### config.mk
export PLATFORM = sky130hd
export DESIGN_NAME = shift_sequencer
export DESIGN_NICKNAME = d
export VERILOG_FILES = /design/src/rtl/shift_ctrl_pkg.sv /design/src/rtl/shift_step_counter.sv /design/src/rtl/shift_sequencer.sv
export SDC_FILE = /design/constraint.sdc
export NUM_CORES = 1
export LEC_CHECK = 0
export BUFFER_PORTS_ARGS = -buffer_cell sky130_fd_sc_hd__buf_2
export CAP_MARGIN = 20
export CORE_MARGIN = 2
export CORE_UTILIZATION = 46
export DETAILED_ROUTE_END_ITERATION = 8
export PLACE_DENSITY = 0.86
export SETUP_SLACK_MARGIN = 0.02
export SLEW_MARGIN = 20
export SYNTH_ARGS = -nofsm -noshare
export SYNTH_HDL_FRONTEND = slang
export SYNTH_SLANG_ARGS = --single-unit
### constraint.sdc
create_clock -name clk -period 2 [get_ports clk]
set_input_delay 0.3 -clock clk [delete_from_list [all_inputs] [get_ports clk]]
set_output_delay 0.3 -clock clk [all_outputs]
set_load 0.03 [all_outputs]
### src/rtl/shift_ctrl_pkg.sv
// Shared encodings for the shift-register sequencer: command ops, fill sources,
// register mode selects and the sequencer FSM states.
package shift_ctrl_pkg;

  localparam int DEF_WIDTH = 8;
  localparam int DEF_CNT_W = 4;

  typedef enum logic [1:0] {
    OP_LOAD = 2'b00,
    OP_SHL  = 2'b01,
    OP_SHR  = 2'b10,
    OP_NOP  = 2'b11
  } op_e;

  typedef enum logic [1:0] {
    FILL_ZERO  = 2'b00,
    FILL_ONE   = 2'b01,
    FILL_ROT   = 2'b10,
    FILL_ARITH = 2'b11
  } fill_e;

  typedef enum logic [1:0] {
    SEL_HOLD = 2'b00,
    SEL_SHL  = 2'b01,
    SEL_SHR  = 2'b10,
    SEL_LOAD = 2'b11
  } sel_e;

  typedef enum logic [1:0] {
    ST_IDLE = 2'b00,
    ST_EXEC = 2'b01,
    ST_DONE = 2'b10
  } state_e;

  function automatic logic is_shift(input op_e op);
    return (op == OP_SHL) || (op == OP_SHR);
  endfunction

  function automatic sel_e op_to_sel(input op_e op);
    case (op)
      OP_LOAD: return SEL_LOAD;
      OP_SHL:  return SEL_SHL;
      OP_SHR:  return SEL_SHR;
      default: return SEL_HOLD;
    endcase
  endfunction

endpackage

### src/rtl/shift_step_counter.sv
// Down-counter of remaining shift steps; counts above WIDTH saturate to WIDTH
// on load, and o_last flags the final step (value 1).
module shift_step_counter #(
  parameter int WIDTH = 8,
  parameter int CNT_W = 4
) (
  input  logic             clk,
  input  logic             i_clr,
  input  logic             i_load,
  input  logic [CNT_W-1:0] i_load_val,
  input  logic             i_en,
  output logic             o_last
);

  localparam logic [CNT_W-1:0] MAX_STEPS = CNT_W'(WIDTH);

  logic [CNT_W-1:0] r_cnt;
  logic [CNT_W-1:0] w_sat_val;

  assign w_sat_val = (i_load_val > MAX_STEPS) ? MAX_STEPS : i_load_val;

  always_ff @(posedge clk) begin
    if (i_clr) begin
      r_cnt <= '0;
    end else if (i_load) begin
      r_cnt <= w_sat_val;
    end else if (i_en && (r_cnt != '0)) begin
      r_cnt <= r_cnt - 1'b1;
    end
  end

  assign o_last = (r_cnt == CNT_W'(1));

endmodule

### src/rtl/shift_sequencer.sv
// Command-driven controller for an 8-bit universal shift register: accepts one
// op over valid/ready and drives mode select, serial-in and load byte per step.
module shift_sequencer
  import shift_ctrl_pkg::*;
#(
  parameter int WIDTH = DEF_WIDTH,
  parameter int CNT_W = DEF_CNT_W
) (
  input  logic             clk,
  input  logic             rst,
  input  logic             cmd_valid,
  output logic             cmd_ready,
  input  logic [1:0]       cmd_op,
  input  logic [1:0]       cmd_fill,
  input  logic [CNT_W-1:0] cmd_cnt,
  input  logic [WIDTH-1:0] cmd_data,
  input  logic             abort,
  input  logic [WIDTH-1:0] sr_q,
  output logic [1:0]       sr_sel,
  output logic             sr_r,
  output logic [WIDTH-1:0] sr_i,
  output logic             busy,
  output logic             done,
  output logic             aborted,
  output logic             shout,
  output logic [1:0]       o_dbg_state
);

  // Handshake: a command transfers on any posedge where cmd_valid && cmd_ready;
  // the requester holds cmd_valid and the payload stable until that edge.

  state_e           r_state;
  state_e           w_state_nxt;
  sel_e             r_sel;
  sel_e             w_sel_nxt;
  op_e              r_op;
  fill_e            r_fill;
  logic [WIDTH-1:0] r_data;
  logic             r_aborted;
  logic             w_aborted_nxt;

  op_e              w_cmd_op;
  logic             w_accept;
  logic             w_direct_done;
  logic             w_cnt_load;
  logic [CNT_W-1:0] w_cnt_load_val;
  logic             w_cnt_clr;
  logic             w_last;
  logic             w_in_exec;

  assign w_cmd_op      = op_e'(cmd_op);
  assign w_in_exec     = (r_state == ST_EXEC);
  assign cmd_ready     = !rst && ((r_state == ST_IDLE) || (r_state == ST_DONE));
  assign w_accept      = cmd_valid && cmd_ready;
  assign w_direct_done = (w_cmd_op == OP_NOP) ||
                         (is_shift(w_cmd_op) && (cmd_cnt == '0));

  // LOAD reuses the step counter as a single-step operation.
  assign w_cnt_load_val = (w_cmd_op == OP_LOAD) ? CNT_W'(1) : cmd_cnt;
  assign w_cnt_clr      = rst || (w_in_exec && abort);

  shift_step_counter #(
    .WIDTH (WIDTH),
    .CNT_W (CNT_W)
  ) u_step_counter (
    .clk        (clk),
    .i_clr      (w_cnt_clr),
    .i_load     (w_cnt_load),
    .i_load_val (w_cnt_load_val),
    .i_en       (w_in_exec),
    .o_last     (w_last)
  );

  always_ff @(posedge clk) begin
    if (rst) begin
      r_state   <= ST_IDLE;
      r_sel     <= SEL_HOLD;
      r_op      <= OP_NOP;
      r_fill    <= FILL_ZERO;
      r_data    <= '0;
      r_aborted <= 1'b0;
    end else begin
      r_state   <= w_state_nxt;
      r_sel     <= w_sel_nxt;
      r_aborted <= w_aborted_nxt;
      if (w_accept) begin
        r_op   <= w_cmd_op;
        r_fill <= fill_e'(cmd_fill);
        r_data <= cmd_data;
      end
    end
  end

  always_comb begin
    w_state_nxt   = r_state;
    w_sel_nxt     = SEL_HOLD;
    w_aborted_nxt = 1'b0;
    w_cnt_load    = 1'b0;
    case (r_state)
      ST_IDLE, ST_DONE: begin
        w_state_nxt = ST_IDLE;
        if (w_accept) begin
          if (w_direct_done) begin
            w_state_nxt = ST_DONE;
          end else begin
            w_state_nxt = ST_EXEC;
            w_sel_nxt   = op_to_sel(w_cmd_op);
            w_cnt_load  = 1'b1;
          end
        end
      end
      ST_EXEC: begin
        // The step issued in this cycle still lands; abort only stops the next one.
        if (abort) begin
          w_state_nxt   = ST_IDLE;
          w_aborted_nxt = 1'b1;
        end else if (w_last) begin
          w_state_nxt = ST_DONE;
        end else begin
          w_sel_nxt = r_sel;
        end
      end
      default: w_state_nxt = ST_IDLE;
    endcase
  end

  always_comb begin
    sr_r  = 1'b0;
    shout = 1'b0;
    if (w_in_exec && is_shift(r_op)) begin
      shout = (r_op == OP_SHL) ? sr_q[WIDTH-1] : sr_q[0];
      case (r_fill)
        FILL_ZERO:  sr_r = 1'b0;
        FILL_ONE:   sr_r = 1'b1;
        FILL_ROT:   sr_r = (r_op == OP_SHL) ? sr_q[WIDTH-1] : sr_q[0];
        FILL_ARITH: sr_r = (r_op == OP_SHR) ? sr_q[WIDTH-1] : 1'b0;
        default:    sr_r = 1'b0;
      endcase
    end
  end

  assign sr_sel      = r_sel;
  assign sr_i        = r_data;
  assign busy        = w_in_exec;
  assign done        = (r_state == ST_DONE);
  assign aborted     = r_aborted;
  assign o_dbg_state = r_state;

endmodule

==> metrics.cfg, run 1 <==
[placement]
gp_congestion=0.7918
placed_area_mm2=0.001303
io_buffer_count=39
hpwl_um=1968

[critical_path]
cp_num_buf_inv=2
worst-setup-path-type=reg -> out
cpMaxStageDelayCell=dfxtp_2
critPathMaxFanout=2
path_delay_family=simple AND/OR/NAND/NOR gates
cp_cell_sequence=inv_2, ha_4, mux2i_2, nor3b_2, a21oi_1, nor3_1, buf_4
critPathLaunchType=flip-flop
cp.required_ns=1.70
critPathArrivalTime_ns=1.68
cp-end-kind=primary output
cpPeakStageDelay_ns=0.36

[floorplan]
die_x_um=52.70
start_util_pct=48.85
die_h_um=52.70
rows=17
die_area_mm2=0.002777
io_pins=46
core_area_mm2=0.002233

[routing]
wl_per_cell_um=12.77
drcViolationCount=0
via_count=1029
final_antenna_net_count=0
drtIter0Drc=18
firstDrtPassIters=4
routed_wl_um=2542
via_per_inst=5.171

[grt]
grt_pass1_wl_um=3808
grt_usage_pct=18.45
grt_max_degree=21
antenna_found_initial=0
grt_pass1_vias=939
grt_overflow_total=0

[layout]
diodes=0
syn_to_final_growth_pct=26.15
final_common_cell=buf_2
final_cell_mix=buf_2 (38), dfxtp_1 (20), nand2_1 (16), o21ai_0 (15), nand2b_1 (12)
fin_area_mm2=0.001376
drive_gt1_share_pct=32.16
fillers=209
nets=208

[synthesis]
async_flop_share_pct=0
synth_top_flop_cell=dfxtp_1
avgSynthCellArea_um2=8.393
syn_inst=130
syn_area_mm2=0.001091
synth-edff-count=0
synth_nets=166
yosys_warnings=0
yosys_register_bits=21
synth.yosys.seq_area_share_pct=38.53
synth_cell_types=29

[clock_tree]
numCtsBuffers=3
ctsRootBufferMaster=clkbuf_4
cts_tree=built
cts_sinks=21
clk_latency_ns=0.31
htreeDepth=1
clock_path_buffers=2
clkTransAtPathRegs_ns=0.12

[power]
p_total_mw=0.9028
power.leakage_nw=0.6343
powerDensity_mw_per_mm2=656.0
ir_drop_mv=0.4270

[outcome]
status=finished, final reports clean

[run]
drv_cap=0

[sta]
timing.fmax_mhz=505.4
fin_crit_ns=1.979
hold_viol=0
whs_ns=0.1821
totalNegativeSetupSlack_ns=0
setup_violations=0
grt_setup_unrepaired=yes
min_period_over_period_pct=98.93
fin_worst_skew_ns=0.006785
slew_violations=0
max-slew-margin-rel_pct=68.51
worstMarginPinSlew_ns=0.4680

[hold_path]
hold_path.class=in -> reg

[state kept, by name (all words and copies together), names as in the netlist]
| signal | cells |
|---|---|
| sr_sel | 2 |
| r_fill | 2 |
| u_step_counter.r_cnt | 4 |
| aborted | 1 |
| o_dbg_state | 2 |
| r_op | 2 |
| sr_i | 8 |
[path summary, 6_finish.rpt]
path | start | to | slack [ns] | cells after the start
max | r_op[1] | sr_r | 0.02 | 7
min | cmd_data[0] | sr_i[0] | 0.18 | 3
max reg2reg | u_step_counter.r_cnt[0] | u_step_counter.r_cnt[0] | 0.39 | 6
min reg2reg | sr_i[2] | sr_i[2] | 0.48 | 2
[cell type report]
type / instances / area (um^2) / area share (%)
multi-input cells: 94 / 631.9 / 45.91
flip-flops and latches: 21 / 421.7 / 30.64
well taps: 28 / 35.03 / 2.545
clock buffers: 4 / 26.28 / 1.909
repair buffers: 43 / 227.7 / 16.55
inverters: 9 / 33.78 / 2.455
[layer usage]
layer | up-vias | share of wire, % | track usage [%] | wire length (um)
li1 | 522 | - | - | -
met1 | 459 | 40 | 18.63 | 1012
met2 | 44 | 51 | 37.29 | 1307
met3 | 4 | 7.3 | 3.429 | 186
met4 | 0 | 1.4 | 5.128 | 35
met5 | - | 0 | 0 | 0
[cell usage after synthesis (all sizes together) (3+ instances only)]
| master | number | area share, % |
|---|---|---|
| a21oi | 5 | 2.3 |
| buf | 3 | 1.4 |
| clkbuf | 3 | 1.0 |
| dfxtp | 21 | 39 |
| ha | 8 | 9.2 |
| inv | 9 | 3.1 |
| nand2 | 16 | 5.5 |
| nand2b | 12 | 6.9 |
| nand3 | 3 | 1.4 |
| nor2 | 9 | 3.1 |
| nor3 | 4 | 1.8 |
| nor3b | 4 | 2.8 |
| o21ai | 16 | 8.4 |
[cell families (layout without fill, tap and decap cells)]
family	count (synthesis)	in the layout	share of synthesized area, %
buf+inv	15	56	5.504
compound gates	30	30	17.55
flops	21	21	38.53
mux	1	1	0.9175
fa+ha+maj	8	8	9.175
simple gates	54	54	27.52
xor+xnor	1	1	0.8029
[power by group]
group | internal [mW] | leakage, nW | total [mW] | switching [mW]
combinational | 0.0890 | 0.447 | 0.224 | 0.135
clock | 0.0778 | 0.0150 | 0.208 | 0.130
sequential | 0.447 | 0.172 | 0.471 | 0.0235
total | 0.614 | 0.634 | 0.903 | 0.289
[repair_timing]
item,CTS,global route
hold buffers,0,0
buffers inserted,0,3
endpoints found under the hold margin,0,0
gates resized for setup,0,7
endpoints found under the setup margin,0,1
[metrics by stage]
step	instances	worst slack [ns]	utilization [%]
4_1_cts	196	0.02350	59.50
3_5_place_dp	192	0.03162	58.32
3_3_place_gp	192	0.1761	58.32
5_1_grt	199	-0.08047	61.62
6_report	199	0.02147	61.62
2_1_floorplan	130	0.1628	-
[worst min-delay path, stage by stage]
cell	delay, ns
buf_2	0.07
nand2_1	0.03
o21ai_0	0.05
No activity file was read; power rests on OpenSTA's default activity.
==> run 2: changes to the inputs <==
--- a/config.mk
+++ b/config.mk
@@ -8,11 +8,12 @@
 export BUFFER_PORTS_ARGS = -buffer_cell sky130_fd_sc_hd__buf_2
 export CAP_MARGIN = 20
 export CORE_MARGIN = 2
-export CORE_UTILIZATION = 46
+export CORE_UTILIZATION = 50
 export DETAILED_ROUTE_END_ITERATION = 8
-export PLACE_DENSITY = 0.86
+export PLACE_DENSITY = 0.92
 export SETUP_SLACK_MARGIN = 0.02
 export SLEW_MARGIN = 20
 export SYNTH_ARGS = -nofsm -noshare
 export SYNTH_HDL_FRONTEND = slang
+export SYNTH_HIERARCHICAL = 1
 export SYNTH_SLANG_ARGS = --single-unit
==> constraint.sdc (replaced) <==
create_clock -name clk -period 2.5 [get_ports clk]
set_input_delay 0.375 -clock clk [delete_from_list [all_inputs] [get_ports clk]]
set_output_delay 0.375 -clock clk [all_outputs]
set_load 0.03 [all_outputs]
==> run 2 against run 1 <==
Against the previous run: synthesized cell count decreased by 0.77%; wire length decreased by 4.7%; non-clock buffer count decreased by 3; die area decreased by 9.3%; cell area decreased by 3.9%; clock power decreased by 21%; worst setup slack improved by 0.44 ns; register-to-register slack improved by 0.07 ns; critical path depth decreased by 1; sequential power decreased by 20%; hold slack improved by 0.073 ns; combinational power decreased by 19%; largest cell class unchanged; largest power group unchanged.
==> metrics.cfg, run 2 <==
[synthesis]
synth_nets=165
async_flop_share_pct=0
synth_top_family_by_area=simple AND/OR/NAND/NOR gates
yosys_warnings=6
yosys_register_bits=21
muxShareOfSynthArea_pct=1.876
yosysMostFrequentCell=nand2_1
synth-edff-count=0
synth_xor_xnor_area_share_pct=0
synth_top_flop_cell=dfxtp_1
syn_inst=129
synth_top_cell_by_area=dfxtp_1
syn_area_mm2=0.001067
synth.yosys.seq_area_share_pct=39.39
avgSynthCellArea_um2=8.273
synth_compound_area_share_pct=17.94
synth_common_cells=nand2_1 (26), dfxtp_1 (21), inv_1 (11), o21ai_0 (11), ha_1 (8)
synth.area.top_cells=dfxtp_1 (39%), ha_1 (9.4%), nand2_1 (9.1%), o21ai_0 (5.2%), inv_1 (3.9%)
synth_top_area_share_pct=39.39
synthSimpleGateAreaFrac_pct=26.26
synth_fa_ha_area_share_pct=9.379
synth_cell_types=32

[clock_tree]
cts_tree=built
cts-resized-gates=0
cts_sinks=21
clk_latency_ns=0.31
ctsRootBufferMaster=clkbuf_4
post_cts_buffers=0
numCtsBuffers=3
cts_hold_buf=0
clkTransAtPathRegs_ns=0.12
clock_path_buffers=2
htreeDepth=1

[sta]
max-slew-margin-rel_pct=68.95
setup_violations=0
grt_setup_unrepaired=no
fin_crit_ns=2.043
totalNegativeSetupSlack_ns=0
min_period_over_period_pct=81.72
slew_violations=0
timing.fmax_mhz=489.5
worstMarginPinSlew_ns=0.4541
hold_viol=0
fin_worst_skew_ns=0.002874
whs_ns=0.2553

[routing]
wl_per_cell_um=12.29
final_antenna_net_count=0
firstDrtPassIters=4
drcViolationCount=0
via_per_inst=5.244
via_count=1033
drtIter0Drc=19
routed_wl_um=2422

[grt]
grt_pass1_wl_um=4243
grt_overflow_total=0
grt_max_degree=25
antenna_found_initial=0
grt_pass1_vias=1022
grt_usage_pct=21.88

[placement]
gp_congestion=0.8171
dp.cells=193
hpwl_um=1905
io_buffer_count=39

[critical_path]
rr_worst_depth=6
critPathLaunchType=flip-flop
cp-end-kind=flip-flop
critPathMaxFanout=8
cp_cell_sequence=or3b_1, a211o_1, inv_1, nor3_1, and3_1, or3_1
cpMaxStageDelayCell=or3b_1
critPathArrivalTime_ns=2.24
cp.required_ns=2.70
cpPeakStageDelay_ns=0.41
worst-setup-path-type=reg -> reg

[floorplan]
die_x_um=50.20
core_area_mm2=0.001982
die_area_mm2=0.002520
die_h_um=50.20
rows=16
start_util_pct=53.85
io_pins=46

[layout]
final_common_cell=buf_2
diodes=0
fin_cells=197
seqCellArea_um2=420.4
multiInputGateArea_um2=596.8
final_cell_mix=buf_2 (39), nand2_1 (26), dfxtp_1 (21), inv_1 (11), o21ai_0 (11)
drive_gt1_share_pct=27.65
largest_register_ffs=8
nets=207
syn_to_final_growth_pct=23.92
fillers=178
utilization_pct=66.73

[outcome]
status=finished, final reports clean

[power]
powerDensity_mw_per_mm2=546.6
ir_drop_mv=0.4334
p_total_mw=0.7229
power.leakage_nw=0.6483

[hold_path]
hold-path-cell-count=3
hold_path.class=in -> reg

[run]
drv_cap=0

-- run 2: cell count changes after synthesis, moves of 3 or more --
cell	delta
nand2b_1	-11
nand2_1	+10
nor2b_1	+4
o21ai_0	-4
a21oi_1	-3
nand3_1	-3
nor2_1	-3
o2bb2ai_1	+3
-- run 2: layout make-up --
cell class | count | area share (%)
repair buffers | 40 | 15.33
clock buffers | 3 | 1.703
clock inverters | 1 | 0.3784
multi-input cells | 94 | 45.13
inverters | 11 | 3.122
well taps | 27 | 2.554
flip-flops and latches | 21 | 31.79
-- run 2: cells by family (layout without fill, tap and decap cells) --
family / Yosys count / count (layout)
adders and majority gates: 8 / 8
and+or+nand+nor: 55 / 55
muxes: 2 / 2
AOI/OAI and AO/OA: 29 / 29
DFF: 21 / 21
buffers and inverters: 14 / 55
-- run 2: critical path: cells and delay by family (launching register included) --
family / cells / cell delay (ns)
DFF: 1 / 0.39
AOI/OAI and AO/OA: 1 / 0.33
and+or+nand+nor: 4 / 1.02
buffers and inverters: 1 / 0.20
-- run 2: power breakdown --
| group | switching [mW] | internal [mW] | leakage (nW) |
|---|---|---|---|
| clock network | 0.105 | 0.0597 | 0.0177 |
| logic | 0.113 | 0.0691 | 0.458 |
| registers | 0.0169 | 0.359 | 0.173 |
| total | 0.235 | 0.488 | 0.648 |
-- run 2: final timing paths --
path                  start                 endpoint  slack, ns
min             cmd_fill[0]                r_fill[0]       0.26
max reg2reg  o_dbg_state[0]  u_step_counter/r_cnt[0]       0.46
min reg2reg         sr_i[4]                  sr_i[4]       0.46
max          o_dbg_state[0]  u_step_counter/r_cnt[0]       0.46
-- run 2: routing by layer --
| layer | global-route usage [%] | vias up | part of all wire (%) |
|---|---|---|---|
| met3 | 3.571 | 6 | 3.9 |
| met5 | 0 | - | 0 |
| li1 | - | 527 | - |
| met2 | 39.04 | 22 | 51 |
| met1 | 25.99 | 478 | 44 |
| met4 | 8.333 | 0 | 1.7 |
-- run 2: through the flow --
step / setup slack, ns / area (um^2)
2_1_floorplan: 0.5255 / 1067
3_3_place_gp: 0.4246 / 1295
3_5_place_dp: 0.3469 / 1295
4_1_cts: 0.4590 / 1323
5_1_grt: 0.3271 / 1323
6_report: 0.4569 / 1323
==> run 3: changes to the inputs <==
--- a/config.mk
+++ b/config.mk
@@ -8,9 +8,9 @@
 export BUFFER_PORTS_ARGS = -buffer_cell sky130_fd_sc_hd__buf_2
 export CAP_MARGIN = 20
 export CORE_MARGIN = 2
-export CORE_UTILIZATION = 50
+export CORE_UTILIZATION = 46
 export DETAILED_ROUTE_END_ITERATION = 8
-export PLACE_DENSITY = 0.92
+export PLACE_DENSITY = 0.87
 export SETUP_SLACK_MARGIN = 0.02
 export SLEW_MARGIN = 20
 export SYNTH_ARGS = -nofsm -noshare
==> constraint.sdc (replaced) <==
create_clock -name clk -period 2.1 [get_ports clk]
set_input_delay 0.315 -clock clk [delete_from_list [all_inputs] [get_ports clk]]
set_output_delay 0.315 -clock clk [all_outputs]
set_load 0.03 [all_outputs]
==> run 3 against run 2 <==
Against the previous run: maximum frequency is 8.3% higher; first-iteration DRC count is 16% lower; hold slack worse by 0.060 ns; utilization is 5.5 points lower; clock power is 19% higher; sequential power is 18% higher; final cell count is 2.5% higher; clock-buffer cell count stayed put; critical path type unchanged.
==> metrics.cfg, run 3 (synthesized netlist as in run 2, its figures left out) <==
[routing]
firstDrtPassIters=4
wl_per_cell_um=11.18
via_count=1011
drcViolationCount=0
routed_wl_um=2259
final_antenna_net_count=0
via_per_inst=5.005
drtIter0Drc=16

[grt]
grt_usage_pct=19.32
antenna_found_initial=0
grt_pass1_wl_um=3967
grt_pass1_vias=984
grt_max_degree=15
grt_overflow_total=0

[clock_tree]
ctsRootBufferMaster=clkbuf_4
clk_latency_ns=0.30
cts_tree=built
clock_path_buffers=2
cts_hold_buf=0
htreeDepth=1
clkTransAtPathRegs_ns=0.12
cts_sinks=21
post_cts_buffers=0
cts-resized-gates=0
numCtsBuffers=3

[sta]
whs_ns=0.1951
setup_violations=0
hold_viol=0
grt_setup_unrepaired=no
slew_violations=0
fin_worst_skew_ns=0.002599
max-slew-margin-rel_pct=71.07
fin_crit_ns=1.887
totalNegativeSetupSlack_ns=0
timing.fmax_mhz=529.8
min_period_over_period_pct=89.87
worstMarginPinSlew_ns=0.4335

[critical_path]
cpPeakStageDelay_ns=0.40
cpMaxStageDelayCell=or3b_1
cp-end-kind=flip-flop
cp_cell_sequence=or3b_1, a211o_1, inv_1, nor3_1, and3_1, or3_1
critPathMaxFanout=6
path_delay_family=simple AND/OR/NAND/NOR gates
cp_num_buf_inv=1
worst-setup-path-type=reg -> reg
cp.required_ns=2.30
critPathArrivalTime_ns=2.09
critPathLaunchType=flip-flop

[placement]
dp.cells=198
io_buffer_count=39
hpwl_um=1821
placed_area_mm2=0.001326
gp_congestion=0.8491

[layout]
syn_to_final_growth_pct=26.85
largest_register_ffs=8
final_cell_mix=buf_2 (39), nand2_1 (26), dfxtp_1 (21), inv_1 (11), o21ai_0 (11)
fillers=215
diodes=0
fin_cells=202
nets=211
final_common_cell=buf_2
fin_area_mm2=0.001354
drive_gt1_share_pct=29.31

[floorplan]
die_h_um=52.17
rows=17
die_area_mm2=0.002722
io_pins=46
core_area_mm2=0.002212
start_util_pct=48.25
die_x_um=52.17

[power]
swShare_pct=32.02
comb_power_share_pct=25.6
power.share.clock_pct=22.8
internal_power_mw=0.5865
p_total_mw=0.8628
netSwitchingPower_mw=0.2762
power.leakage_nw=0.6688
powerDensity_mw_per_mm2=637.3
seq_power_share_pct=51.5
ir_drop_mv=0.3953

[outcome]
status=finished, final reports clean

[run]
drv_cap=0

[hold_path]
hold_path.class=in -> reg

run 3: power by group through the flow:
| stage | Clock (mW) | Sequential [mW] | Combinational (mW) |
|---|---|---|---|
| 2_1_floorplan | 0 | 0.486 | 0.113 |
| 3_3_place_gp | 0 | 0.452 | 0.214 |
| 3_5_place_dp | 0 | 0.454 | 0.222 |
| 4_1_cts | 0.204 | 0.445 | 0.223 |
| 5_1_grt | 0.216 | 0.449 | 0.248 |
| 6_report | 0.197 | 0.445 | 0.221 |
run 3: worst paths after layout:
path,slack [ns],start,depth (start not counted),endpoint
max,0.21,o_dbg_state[0],6,u_step_counter/r_cnt[0]
max reg2reg,0.21,o_dbg_state[0],6,u_step_counter/r_cnt[0]
min,0.20,cmd_data[1],3,sr_i[1]
min reg2reg,0.46,sr_i[0],2,sr_i[0]
run 3: metal layers:
layer,global-route usage [%],up-vias,routed length [um]
li1,-,535,-
met1,22.84,454,991
met2,34.60,20,1148
met3,3.714,2,107
met4,6.838,0,12
met5,0,-,0
run 3: worst register-to-register path, stage by stage, from the launching register on:
cell and delay [ns]:
dfxtp_1 0.33, or3b_1 0.40, a211o_1 0.33, inv_1 0.16, nor3_1 0.07, and3_1 0.17, or3_1 0.33
run 3: metrics by stage:
stage | setup WS, ns | util [%]
floorplan | 0.1255 | -
global placement | 0.1617 | 59.95
detailed placement | 0.1290 | 59.95
CTS | 0.2036 | 61.20
global route | 0.09751 | 61.20
finish | 0.2127 | 61.20
run 3: layout make-up:
| class | count | area, um^2 | area share [%] |
|---|---|---|---|
| multi-input cells | 94 | 596.8 | 44.08 |
| repair buffers | 44 | 232.7 | 17.19 |
| well taps | 28 | 35.03 | 2.588 |
| clock buffers | 3 | 22.52 | 1.664 |
| flip-flops and latches | 21 | 420.4 | 31.05 |
| inverters | 11 | 41.29 | 3.050 |
| clock inverters | 1 | 5.005 | 0.3697 |
